===== src/rtl/cache_pkg.sv =====
// rtl/cache_pkg.sv - shared cache controller codes (proc status, list commands, lookup status, fetch commands)
package cache_pkg;

    // Progress reported to the peer controller over proc_status_*
    localparam logic [2:0] PROC_NONE  = 3'b000;
    localparam logic [2:0] PROC_CHECK = 3'b001;
    localparam logic [2:0] PROC_BUSY  = 3'b010;
    localparam logic [2:0] PROC_DONE  = 3'b011;

    // Commands to the tag/allocation list
    localparam logic [1:0] ACC_CMD_NONE  = 2'b00;
    localparam logic [1:0] ACC_CMD_READ  = 2'b01;
    localparam logic [1:0] ACC_CMD_ALLOC = 2'b10;
    localparam logic [1:0] ACC_CMD_DONE  = 2'b11;

    // Lookup results returned by the list
    localparam logic [2:0] ACC_ST_MISS_CLEAN = 3'b000;
    localparam logic [2:0] ACC_ST_HIT_A      = 3'b001;
    localparam logic [2:0] ACC_ST_HIT_B      = 3'b010;
    localparam logic [2:0] ACC_ST_MISS_DIRTY = 3'b100;

    // Commands to the line fetcher
    localparam logic [1:0] FETCH_NONE = 2'b00;
    localparam logic [1:0] FETCH_ONLY = 2'b01;
    localparam logic [1:0] FETCH_WB   = 2'b10;

    typedef enum logic [2:0] {
        RD_IDLE,
        RD_MEM_DATA,
        RD_CHECK_CONFLICT,
        RD_WAIT_CONFLICT,
        RD_ALLOCATE_LINE,
        RD_FETCH_REQ,
        RD_WAIT_FETCH,
        RD_ACC_MEM
    } rd_state_t;

    function automatic logic is_hit(input logic [2:0] status);
        return (status == ACC_ST_HIT_A) || (status == ACC_ST_HIT_B);
    endfunction

    // Any code other than the two hits and the dirty miss is a clean miss.
    function automatic logic [1:0] miss_fetch_cmd(input logic [2:0] status);
        return (status == ACC_ST_MISS_DIRTY) ? FETCH_WB : FETCH_ONLY;
    endfunction

endpackage


===== src/rtl/rd_ctrl.sv =====
// rtl/rd_ctrl.sv - cache read controller: lookup, hit read, miss allocate/fetch, writer conflict handling
//
// Ports:
//   clk, rst                      clock, synchronous active-high reset
//   acc_rd_*                      core read request / registered response
//   acc_index/status/cmd/tag/req  tag/allocation list interface, return_tag back
//   allocate_busy                 list allocator stall
//   proc_*_w / proc_*_r           progress exchange with the write controller
//   fetch_*                       line fetch request and completion
//   mem_raddr/ren/rdata           line memory read port (data one cycle after ren)
module rd_ctrl
    import cache_pkg::*;
#(
    parameter int addr_width = 32,
    parameter int list_depth = 4,
    parameter int data_width = 32,
    parameter int list_width = 32
) (
    input  logic                                         clk,
    input  logic                                         rst,
    input  logic                                         acc_rd_valid,
    output logic                                         acc_rd_ready,
    input  logic [addr_width-1:0]                        acc_rd_addr,
    output logic                                         acc_rd_rvalid,
    output logic [data_width-1:0]                        acc_rd_rdata,
    output logic [addr_width-1:0]                        acc_index,
    input  logic [2:0]                                   acc_status,
    output logic [1:0]                                   acc_cmd,
    output logic [$clog2(list_depth)-1:0]                acc_tag,
    input  logic [$clog2(list_depth)-1:0]                return_tag,
    output logic                                         acc_req,
    input  logic                                         allocate_busy,
    output logic [2:0]                                   proc_status_w,
    output logic [addr_width-1:0]                        proc_addr_w,
    output logic [$clog2(list_depth)-1:0]                proc_tag_w,
    input  logic [2:0]                                   proc_status_r,
    input  logic [addr_width-1:0]                        proc_addr_r,
    input  logic [$clog2(list_depth)-1:0]                proc_tag_r,
    output logic [1:0]                                   fetch_cmd,
    output logic                                         fetch_req,
    output logic [$clog2(list_depth)-1:0]                fetch_tag,
    output logic [addr_width-1:0]                        fetch_addr,
    input  logic                                         fetch_gnt,
    input  logic                                         fetch_done,
    output logic [$clog2(list_depth)+$clog2(list_width)-1:0] mem_raddr,
    output logic                                         mem_ren,
    input  logic [data_width-1:0]                        mem_rdata
);

    localparam int TAG_W  = $clog2(list_depth);
    localparam int WORD_W = $clog2(list_width);
    localparam int OFS_W  = $clog2(list_width * data_width / 8);
    localparam int BYTE_W = $clog2(data_width / 8);

    rd_state_t              r_state;
    rd_state_t              w_state_next;
    logic [addr_width-1:0]  r_addr;
    logic [TAG_W-1:0]       r_tag;
    logic [1:0]             r_fetch_cmd;
    logic [data_width-1:0]  r_rdata;
    logic                   r_rvalid;

    logic                   w_handshake;
    logic [addr_width-1:0]  w_addr;
    logic [addr_width-1:0]  w_line_addr;
    logic [WORD_W-1:0]      w_word;
    logic                   w_latch_tag;
    logic [TAG_W-1:0]       w_tag_in;
    logic                   w_set_fetch;
    logic                   w_capture;
    logic                   w_acc_req;
    logic [1:0]             w_acc_cmd;
    logic [TAG_W-1:0]       w_acc_tag;
    logic [2:0]             w_proc_status;
    logic [TAG_W-1:0]       w_proc_tag;
    logic                   w_fetch_req;
    logic                   w_mem_ren;
    logic [TAG_W+WORD_W-1:0] w_mem_raddr;
    logic                   w_unused;

    // The request address is used live in the handshake cycle so the lookup
    // and a hit read can start without waiting for the address register.
    assign w_handshake = (r_state == RD_IDLE) && acc_rd_valid;
    assign w_addr      = w_handshake ? acc_rd_addr : r_addr;
    assign w_line_addr = {w_addr[addr_width-1:OFS_W], {OFS_W{1'b0}}};
    assign w_word      = w_addr[OFS_W-1:BYTE_W];

    // Byte-within-word bits never select anything.
    assign w_unused = ^{acc_rd_addr[BYTE_W-1:0], r_addr[BYTE_W-1:0]};

    always_comb begin
        w_state_next  = r_state;
        w_latch_tag   = 1'b0;
        w_tag_in      = '0;
        w_set_fetch   = 1'b0;
        w_capture     = 1'b0;
        w_acc_req     = 1'b0;
        w_acc_cmd     = ACC_CMD_NONE;
        w_acc_tag     = '0;
        w_proc_status = PROC_NONE;
        w_proc_tag    = r_tag;
        w_fetch_req   = 1'b0;
        w_mem_ren     = 1'b0;
        w_mem_raddr   = '0;

        case (r_state)
            RD_IDLE: begin
                if (acc_rd_valid) begin
                    w_acc_req = 1'b1;
                    w_acc_cmd = ACC_CMD_READ;
                    if (is_hit(acc_status)) begin
                        w_mem_ren    = 1'b1;
                        w_mem_raddr  = {return_tag, w_word};
                        w_latch_tag  = 1'b1;
                        w_tag_in     = return_tag;
                        w_state_next = RD_MEM_DATA;
                    end else begin
                        w_state_next = RD_CHECK_CONFLICT;
                    end
                end
            end

            RD_MEM_DATA: begin
                w_capture    = 1'b1;
                w_state_next = RD_IDLE;
            end

            RD_CHECK_CONFLICT: begin
                w_proc_status = PROC_CHECK;
                // Writer is already filling this very line: reuse its fill.
                if ((proc_status_r == PROC_BUSY) && (proc_addr_r == w_line_addr))
                    w_state_next = RD_WAIT_CONFLICT;
                else
                    w_state_next = RD_ALLOCATE_LINE;
            end

            RD_WAIT_CONFLICT: begin
                w_proc_status = PROC_CHECK;
                if (proc_status_r == PROC_DONE) begin
                    w_latch_tag  = 1'b1;
                    w_tag_in     = proc_tag_r;
                    w_state_next = RD_ACC_MEM;
                end
            end

            RD_ALLOCATE_LINE: begin
                w_proc_status = PROC_BUSY;
                if (!allocate_busy) begin
                    w_acc_req    = 1'b1;
                    w_acc_cmd    = ACC_CMD_ALLOC;
                    w_latch_tag  = 1'b1;
                    w_tag_in     = return_tag;
                    w_proc_tag   = return_tag;
                    w_set_fetch  = 1'b1;
                    w_state_next = RD_FETCH_REQ;
                end
            end

            RD_FETCH_REQ: begin
                w_proc_status = PROC_BUSY;
                w_fetch_req   = 1'b1;
                if (fetch_gnt)
                    w_state_next = RD_WAIT_FETCH;
            end

            RD_WAIT_FETCH: begin
                w_proc_status = PROC_BUSY;
                if (fetch_done)
                    w_state_next = RD_ACC_MEM;
            end

            RD_ACC_MEM: begin
                w_mem_ren     = 1'b1;
                w_mem_raddr   = {r_tag, w_word};
                w_acc_req     = 1'b1;
                w_acc_cmd     = ACC_CMD_DONE;
                w_acc_tag     = r_tag;
                w_proc_status = PROC_DONE;
                w_state_next  = RD_MEM_DATA;
            end

            default: w_state_next = RD_IDLE;
        endcase
    end

    always_ff @(posedge clk) begin
        if (rst) begin
            r_state     <= RD_IDLE;
            r_addr      <= '0;
            r_tag       <= '0;
            r_fetch_cmd <= FETCH_NONE;
            r_rdata     <= '0;
            r_rvalid    <= 1'b0;
        end else begin
            r_state  <= w_state_next;
            r_rvalid <= w_capture;
            if (w_handshake)
                r_addr <= acc_rd_addr;
            if (w_latch_tag)
                r_tag <= w_tag_in;
            if (w_set_fetch)
                r_fetch_cmd <= miss_fetch_cmd(acc_status_q_sel(w_set_fetch));
            if (w_capture)
                r_rdata <= mem_rdata;
        end
    end

    // Miss type is recorded at lookup time; acc_status is only meaningful
    // in the handshake cycle, so keep it until the allocate grant.
    logic [2:0] r_miss_status;

    always_ff @(posedge clk) begin
        if (rst)
            r_miss_status <= ACC_ST_MISS_CLEAN;
        else if (w_handshake)
            r_miss_status <= acc_status;
    end

    function automatic logic [2:0] acc_status_q_sel(input logic sel);
        return sel ? r_miss_status : ACC_ST_MISS_CLEAN;
    endfunction

    assign acc_rd_ready  = (r_state == RD_IDLE);
    assign acc_rd_rvalid = r_rvalid;
    assign acc_rd_rdata  = r_rdata;
    assign acc_index     = w_line_addr;
    assign acc_cmd       = w_acc_cmd;
    assign acc_tag       = w_acc_tag;
    assign acc_req       = w_acc_req;
    assign proc_status_w = w_proc_status;
    assign proc_addr_w   = w_line_addr;
    assign proc_tag_w    = w_proc_tag;
    assign fetch_cmd     = r_fetch_cmd;
    assign fetch_req     = w_fetch_req;
    assign fetch_tag     = r_tag;
    assign fetch_addr    = w_line_addr;
    assign mem_raddr     = w_mem_raddr;
    assign mem_ren       = w_mem_ren;

endmodule


===== config.mk =====
export PLATFORM = sky130hd
export DESIGN_NAME = rd_ctrl
export DESIGN_NICKNAME = d
export VERILOG_FILES = /design/src/rtl/cache_pkg.sv /design/src/rtl/rd_ctrl.sv
export SDC_FILE = /design/constraint.sdc
export NUM_CORES = 1
export LEC_CHECK = 0
export BUFFER_PORTS_ARGS = -buffer_cell sky130_fd_sc_hd__buf_2
export CAP_MARGIN = 5
export CORE_AREA = 2 2 102 104
export DETAILED_ROUTE_END_ITERATION = 12
export DIE_AREA = 0 0 104 106
export GPL_ROUTABILITY_DRIVEN = 1
export PLACE_DENSITY = 0.87
export SYNTH_ARGS = -nofsm -noshare
export SYNTH_HDL_FRONTEND = slang
export SYNTH_SLANG_ARGS = --single-unit

===== constraint.sdc =====
create_clock -name clk -period 2.7 [get_ports clk]
set_input_delay 0.27 -clock clk [delete_from_list [all_inputs] [get_ports clk]]
set_output_delay 0.27 -clock clk [all_outputs]
set_load 0.005 [all_outputs]

---- Word level (Yosys, flattened, before mapping) ----
Cells that the tools add are included.
word-level totals
  register bits ........................... 75
  output and inout port bits .............. 153
  word-level logic and storage cells ...... 70
operators by class
  equality and inequality tests ........... 18
  multiplexer cells ....................... 37
  reduce and logical (&&, ||, !) cells .... 7
operators by type and width
  kind                                                              count
  32-bit == test                                                    1
  32-bit two-way mux                                                1
  3-bit one-hot mux with 8 select lines                             1
  3-bit two-way mux                                                 7
  2-bit two-way mux                                                 10
  2-bit one-hot mux with 3 select lines                             3
  3-bit by 2-bit == test with 1-bit output (second input constant)  5
  3-bit == test (second input constant)                             5
  7-bit two-way mux                                                 2
  7-bit one-hot mux with 2 select lines                             1
  2-bit != test (second input constant)                             5
  1-bit two-way mux                                                 9
  3-bit by 1-bit == test with 1-bit output (second input constant)  2
  1-bit one-hot mux with 3 select lines                             2
  5-bit AND reduction                                               1
  3-bit zero test                                                   1
  3-bit OR reduction                                                1
  1-bit logical AND                                                 2
  1-bit one-hot mux with 2 select lines                             1
  2-bit OR reduction                                                1
  1-bit logical OR                                                  1

---- Longest topological paths before layout ----
  word-level depth ........................ 7
  gate-level depth with buffers ........... 9

---- Worst setup path before layout ----
No wires, ideal clock.
  path type ............................... reg2reg
  start point ............................. register r_state[1]
  end point ............................... register r_state[2]
  arrival ................................. 2,068 ps
  data required time ...................... 2,580 ps
  slack ................................... 512 ps
  cell stages (with the launch flop) ...... 9
  path buffers ............................ 2
  clock period less this slack ............ 2,188 ps
  cells stage by stage .................... dfxtp_1 > buf_6 > nor4b_4 > buf_6 > mux2i_1 > nor2_1 > a2111oi_2 > nand4_1 > o31a_1
on the way
  cells in the longest elaborated chain, start to end .. 7
  elaborated cells between the ends (all ways) .. 20
  classes of those cells .................. eq/ne: 13; mux: 3; reduce/logical: 4
ends and longest elaborated chain
  item                                   line                           source
  start: declaration                     rd_ctrl.sv:55                  rd_state_t r_state;
  start signal: assignment               rd_ctrl.sv:195                 r_state <= w_state_next;
  3-bit zero test                        rd_ctrl.sv:83, rd_ctrl.sv:106
  1-bit logical AND                      rd_ctrl.sv:83                  assign w_handshake = (r_state == RD_IDLE) && acc_rd_valid;
  32-bit two-way mux                     n/a
  32-bit == test                         rd_ctrl.sv:131                 if ((proc_status_r == PROC_BUSY) && (proc_addr_r == w_line_addr))
  1-bit logical AND                      rd_ctrl.sv:131
  3-bit two-way mux                      rd_ctrl.sv:131
  3-bit one-hot mux with 8 select lines  rd_ctrl.sv:106                 case (r_state)
Parallel ways exist; a longest one is shown, timed or not.
A chain may end at the register's enable or synchronous reset.

---- Worst setup path in the final report ----
  start point ............................. register r_state[0]
  end point ............................... output mem_raddr[0]
on the way
  cells in the longest elaborated chain, start to end .. 6
  elaborated cells between the ends (all ways) .. 7
  classes of those cells .................. eq/ne: 1; mux: 4; reduce/logical: 2
ends and longest elaborated chain
  item                                     line                           source
  3-bit zero test                          rd_ctrl.sv:83, rd_ctrl.sv:106
  1-bit logical AND                        rd_ctrl.sv:83
  32-bit two-way mux                       n/a
  7-bit two-way mux                        rd_ctrl.sv:111                 if (is_hit(acc_status)) begin
  7-bit two-way mux                        rd_ctrl.sv:108                 if (acc_rd_valid) begin
  7-bit one-hot mux with 2 select lines *  rd_ctrl.sv:106
  end: declaration                         rd_ctrl.sv:45                  output logic [$clog2(list_depth)+$clog2(list_width)-1:0] mem_raddr,
Every way passes the cells marked *; elsewhere a longest branch is shown, timed or not.

==> flow_summary.toml <==
[detailed_routing]
wl_per_cell_microns = 14.0
viasPerCell = 4.73
num_vias = 4058
drtAntennaViolNets = 0
drt_iter0_drc = 199
drcViolationCount = 0
wirelength_microns = 12000
dr.pass1.iters = 4

[global_routing]
antenna_found_initial = 3
grt_usage_pct = 21.3
grt_overflow_total = 0
grt_pass1_vias = 3830
grt_max_degree = 39
grt_pass1_wl_microns = 18600

[floorplan]
pin_count = 265
die_x_microns = 104
design.die.area_sq_um = 11000
rows = 37
core_area_sq_um = 10000
dieHeight_microns = 106
initial_core_util_pct = 41.5

[flow_run]
maxCapViolations = 0

[timing]
fmax_mhz = 418
rsz0062_at_grt = "false"
max_slew_margin_pct = 50.8
finalWorstSetupSlack_ns = 0.307
maxSlewViolCount = 0
fin_tns_setup_ns = 0
tightest_slew_ns = 0.730
finalClockSkew_ns = 0.00962
finalHoldViolCount = 0
final.min_clock_period_ns = 2.39
min_period_over_period_pct = 88.6
setup_viol = 0

[synthesis]
ys_top_cells_by_area = "dfxtp_1 (35%), buf_4 (18%), nand2_1 (11%)"
synth_xor_xnor_area_share_pct = 5.70
synth_flop_cell = "dfxtp_1"
synthArstFlopShare_pct = 0
ys_seq_elements = 73
synth_top_area_share_pct = 35.3
syn_area_sq_um = 4150
yosys_warnings = 0
synth-simple-area-share_pct = 20.3
synth_largest_area_cell = "dfxtp_1"
seq_area_frac_synth_pct = 35.3
synth_top_family_by_area = "buffers and inverters"
muxShareOfSynthArea_pct = 3.86
synth_edf_count = 0
synth_cells = 549
synth_cell_types = 42
synth_compound_area_share_pct = 12.3
syn_area_per_cell_sq_um = 7.55
synthAdderAreaFrac_pct = 0

[critical_path]
critPathArrivalTime_ns = 2.12
cpPeakStageDelay_ns = 0.34
worstSetupEndpointType = "output port"
cp_max_fo = 13
crit_start = "r_state[0]$_SDFFE_PP0P_"
rr_worst_depth = 8
critical_path_class = "reg -> out"
startpoint_type = "flip-flop"
crit_path_cell_trace = "buf_4 -> nor3_1 -> nand2_1 -> nor2_4 -> nor2_1 -> nor2_1 -> buf_2"
critPathSlowestCell = "dfxtp_1"
r2r_slack_ns = 0.32
crit_top_cell = "nor2_1"
worstPathRequired_ns = 2.43
r2r-end = "r_state[2]$_SDFFE_PP0P_"
reg2reg_from = "r_state[2]$_SDFFE_PP0P_"

[worst_hold_path]
whs_endpoint = "acc_rd_rdata[8]$_SDFFE_PP0P_"
hold_depth = 3
holdCritStartpoint = "mem_rdata[8]"
min_path_type = "in -> reg"

[pwr]
power.share.clock_pct = 25.7
worst_ir_drop_vdd_mv = 0.372
finalPower_uw = 3560
power_frac_seq_pct = 35.5
p_sw_uw = 1280
p_per_area_nw_per_um2 = 695
power_frac_comb_pct = 38.8
swShare_pct = 36.0
p_int_uw = 2280
power.leakage_uw = 0.00274

[place]
hpwl_microns = 9510
io_buffer_count = 240
post-place-ws_ns = 0.0292
dp_cells = 838
placed_cell_area_sq_um = 4890
gp_congestion = 0.861

[clocking]
clock_sinks = 73
htree_levels = 3
root_buffer = "clkbuf_8"
cts_tree = "built"
cts_buffers = 9
clk_pin_slew_worst_paths_ns = 0.09
clockBufferDepth = 2
postCtsHoldBufs = 0
clkLatencyLatePin_ns = 0.35

[finish]
nets = 827
layout-drive-gt1-share_pct = 38.8
final-seq-area_sq_um = 1460
nFillCells = 1003
fin_area_sq_um = 5120
syn_to_final_growth_pct = 23.6
multi_input_area_sq_um = 1830
stdcell_count = 858

[outcome]
status = "finished clean"
==> metrics by stage <==
step / hold WS [ns] / util (%)
floorplan: 0.406 / -
global placement: 0.438 / 48.9
detailed placement: 0.443 / 48.9
CTS: 0.130 / 51.0
global route: 0.130 / 51.2
finish: 0.150 / 51.3
==> worst max path at each step <==
stage	to	depth (start not counted)
6_report	mem_raddr[0]	7
3_5_place_dp	r_state[2]$_SDFFE_PP0P_	8
3_3_place_gp	r_state[2]$_SDFFE_PP0P_	7
5_1_grt	mem_raddr[0]	7
4_1_cts	r_state[2]$_SDFFE_PP0P_	7
2_1_floorplan	r_state[2]$_SDFFE_PP0P_	8
==> metal layers <==
metal | wire length (microns) | vias to the layer above | GRT usage, %
met5 | 31 | - | 0
met4 | 212 | 4 | 5.98
met3 | 1110 | 22 | 7.73
met2 | 6000 | 206 | 38.7
met1 | 4630 | 1829 | 23.2
li1 | - | 1997 | -
==> placed cells by master (no fill, tap or decap), types with 2 or more instances in the layout <==
cell	count
nand3_1	8
mux2i_1	16
inv_1	22
nand4_1	2
nor2b_1	3
and2_1	4
o21ai_0	6
inv_2	2
clkbuf_8	10
or3_1	2
and3_1	2
nor2_1	36
inv_6	3
nand2b_1	3
buf_2	240
conb_1	22
diode_2	2
nor3_1	6
nor4_1	6
a31oi_1	5
a21o_1	2
nand2_1	125
buf_12	2
buf_4	15
dfxtp_1	73
xor2_1	25
xnor2_1	2
o22ai_1	4
a21oi_1	55
==> critical path: cells and delay by family, from the launching register on <==
kind | cells | cell delay, ns
buffers and inverters | 2 | 0.31
DFF | 1 | 0.34
and+or+nand+nor | 5 | 1.14
==> registers in the layout, indices dropped and copies added, names as in the netlist <==
| signal | flops |
|---|---|
| fetch_tag | 2 |
| r_miss_status | 3 |
| r_addr | 30 |
| acc_rd_rvalid | 1 |
| fetch_cmd | 2 |
| r_state | 3 |
| acc_rd_rdata | 32 |
==> synthesized netlist by cell type (2+ instances only) <==
master,count
a31oi_1,5
a21o_1,2
buf_6,2
inv_1,22
nor3_1,6
nand3_1,8
nor2b_1,3
o21ai_0,6
nand4_1,2
and3_1,2
nor2_1,37
dfxtp_1,73
inv_2,2
and2_1,4
clkbuf_1,22
nor4_1,6
nand2_1,125
or3_1,2
xor2_1,25
xnor2_1,2
mux2i_1,16
buf_4,98
a21oi_1,55
o22ai_1,4
nand2b_1,3
==> logic make-up after synthesis <==
logic type,after synthesis
compound gates,86
mux,16
flops,73
buf+inv,147
other cells,1
xor+xnor,27
simple gates,199
==> cell type report <==
type / count / area share [%]
Antenna cell: 2 / 0.0977
Clock buffer: 10 / 2.69
Clock inverter: 6 / 1.42
Inverter: 24 / 1.76
Multi-Input combinational cell: 350 / 35.8
Sequential cell: 73 / 28.5
Tap cell: 136 / 3.32
Timing Repair Buffer: 257 / 26.4
==> timing repair <==
action | CTS | global route
setup buffers | 0 | 2
gates cloned | 0 | 0
gates resized for setup | 1 | 1
pin swaps | 0 | 1
endpoints found under the setup margin | 1 | 18
==> power by group through the flow <==
stage	clock [uW]	combinational (uW)	sequential [uW]
after CTS	943	1380	1270
after detailed placement	0	1370	1290
after global routing	992	1540	1280
after floorplan	0	1130	1280
final	914	1380	1270
after global placement	0	1360	1280
Power figures use the tool's default switching activity.
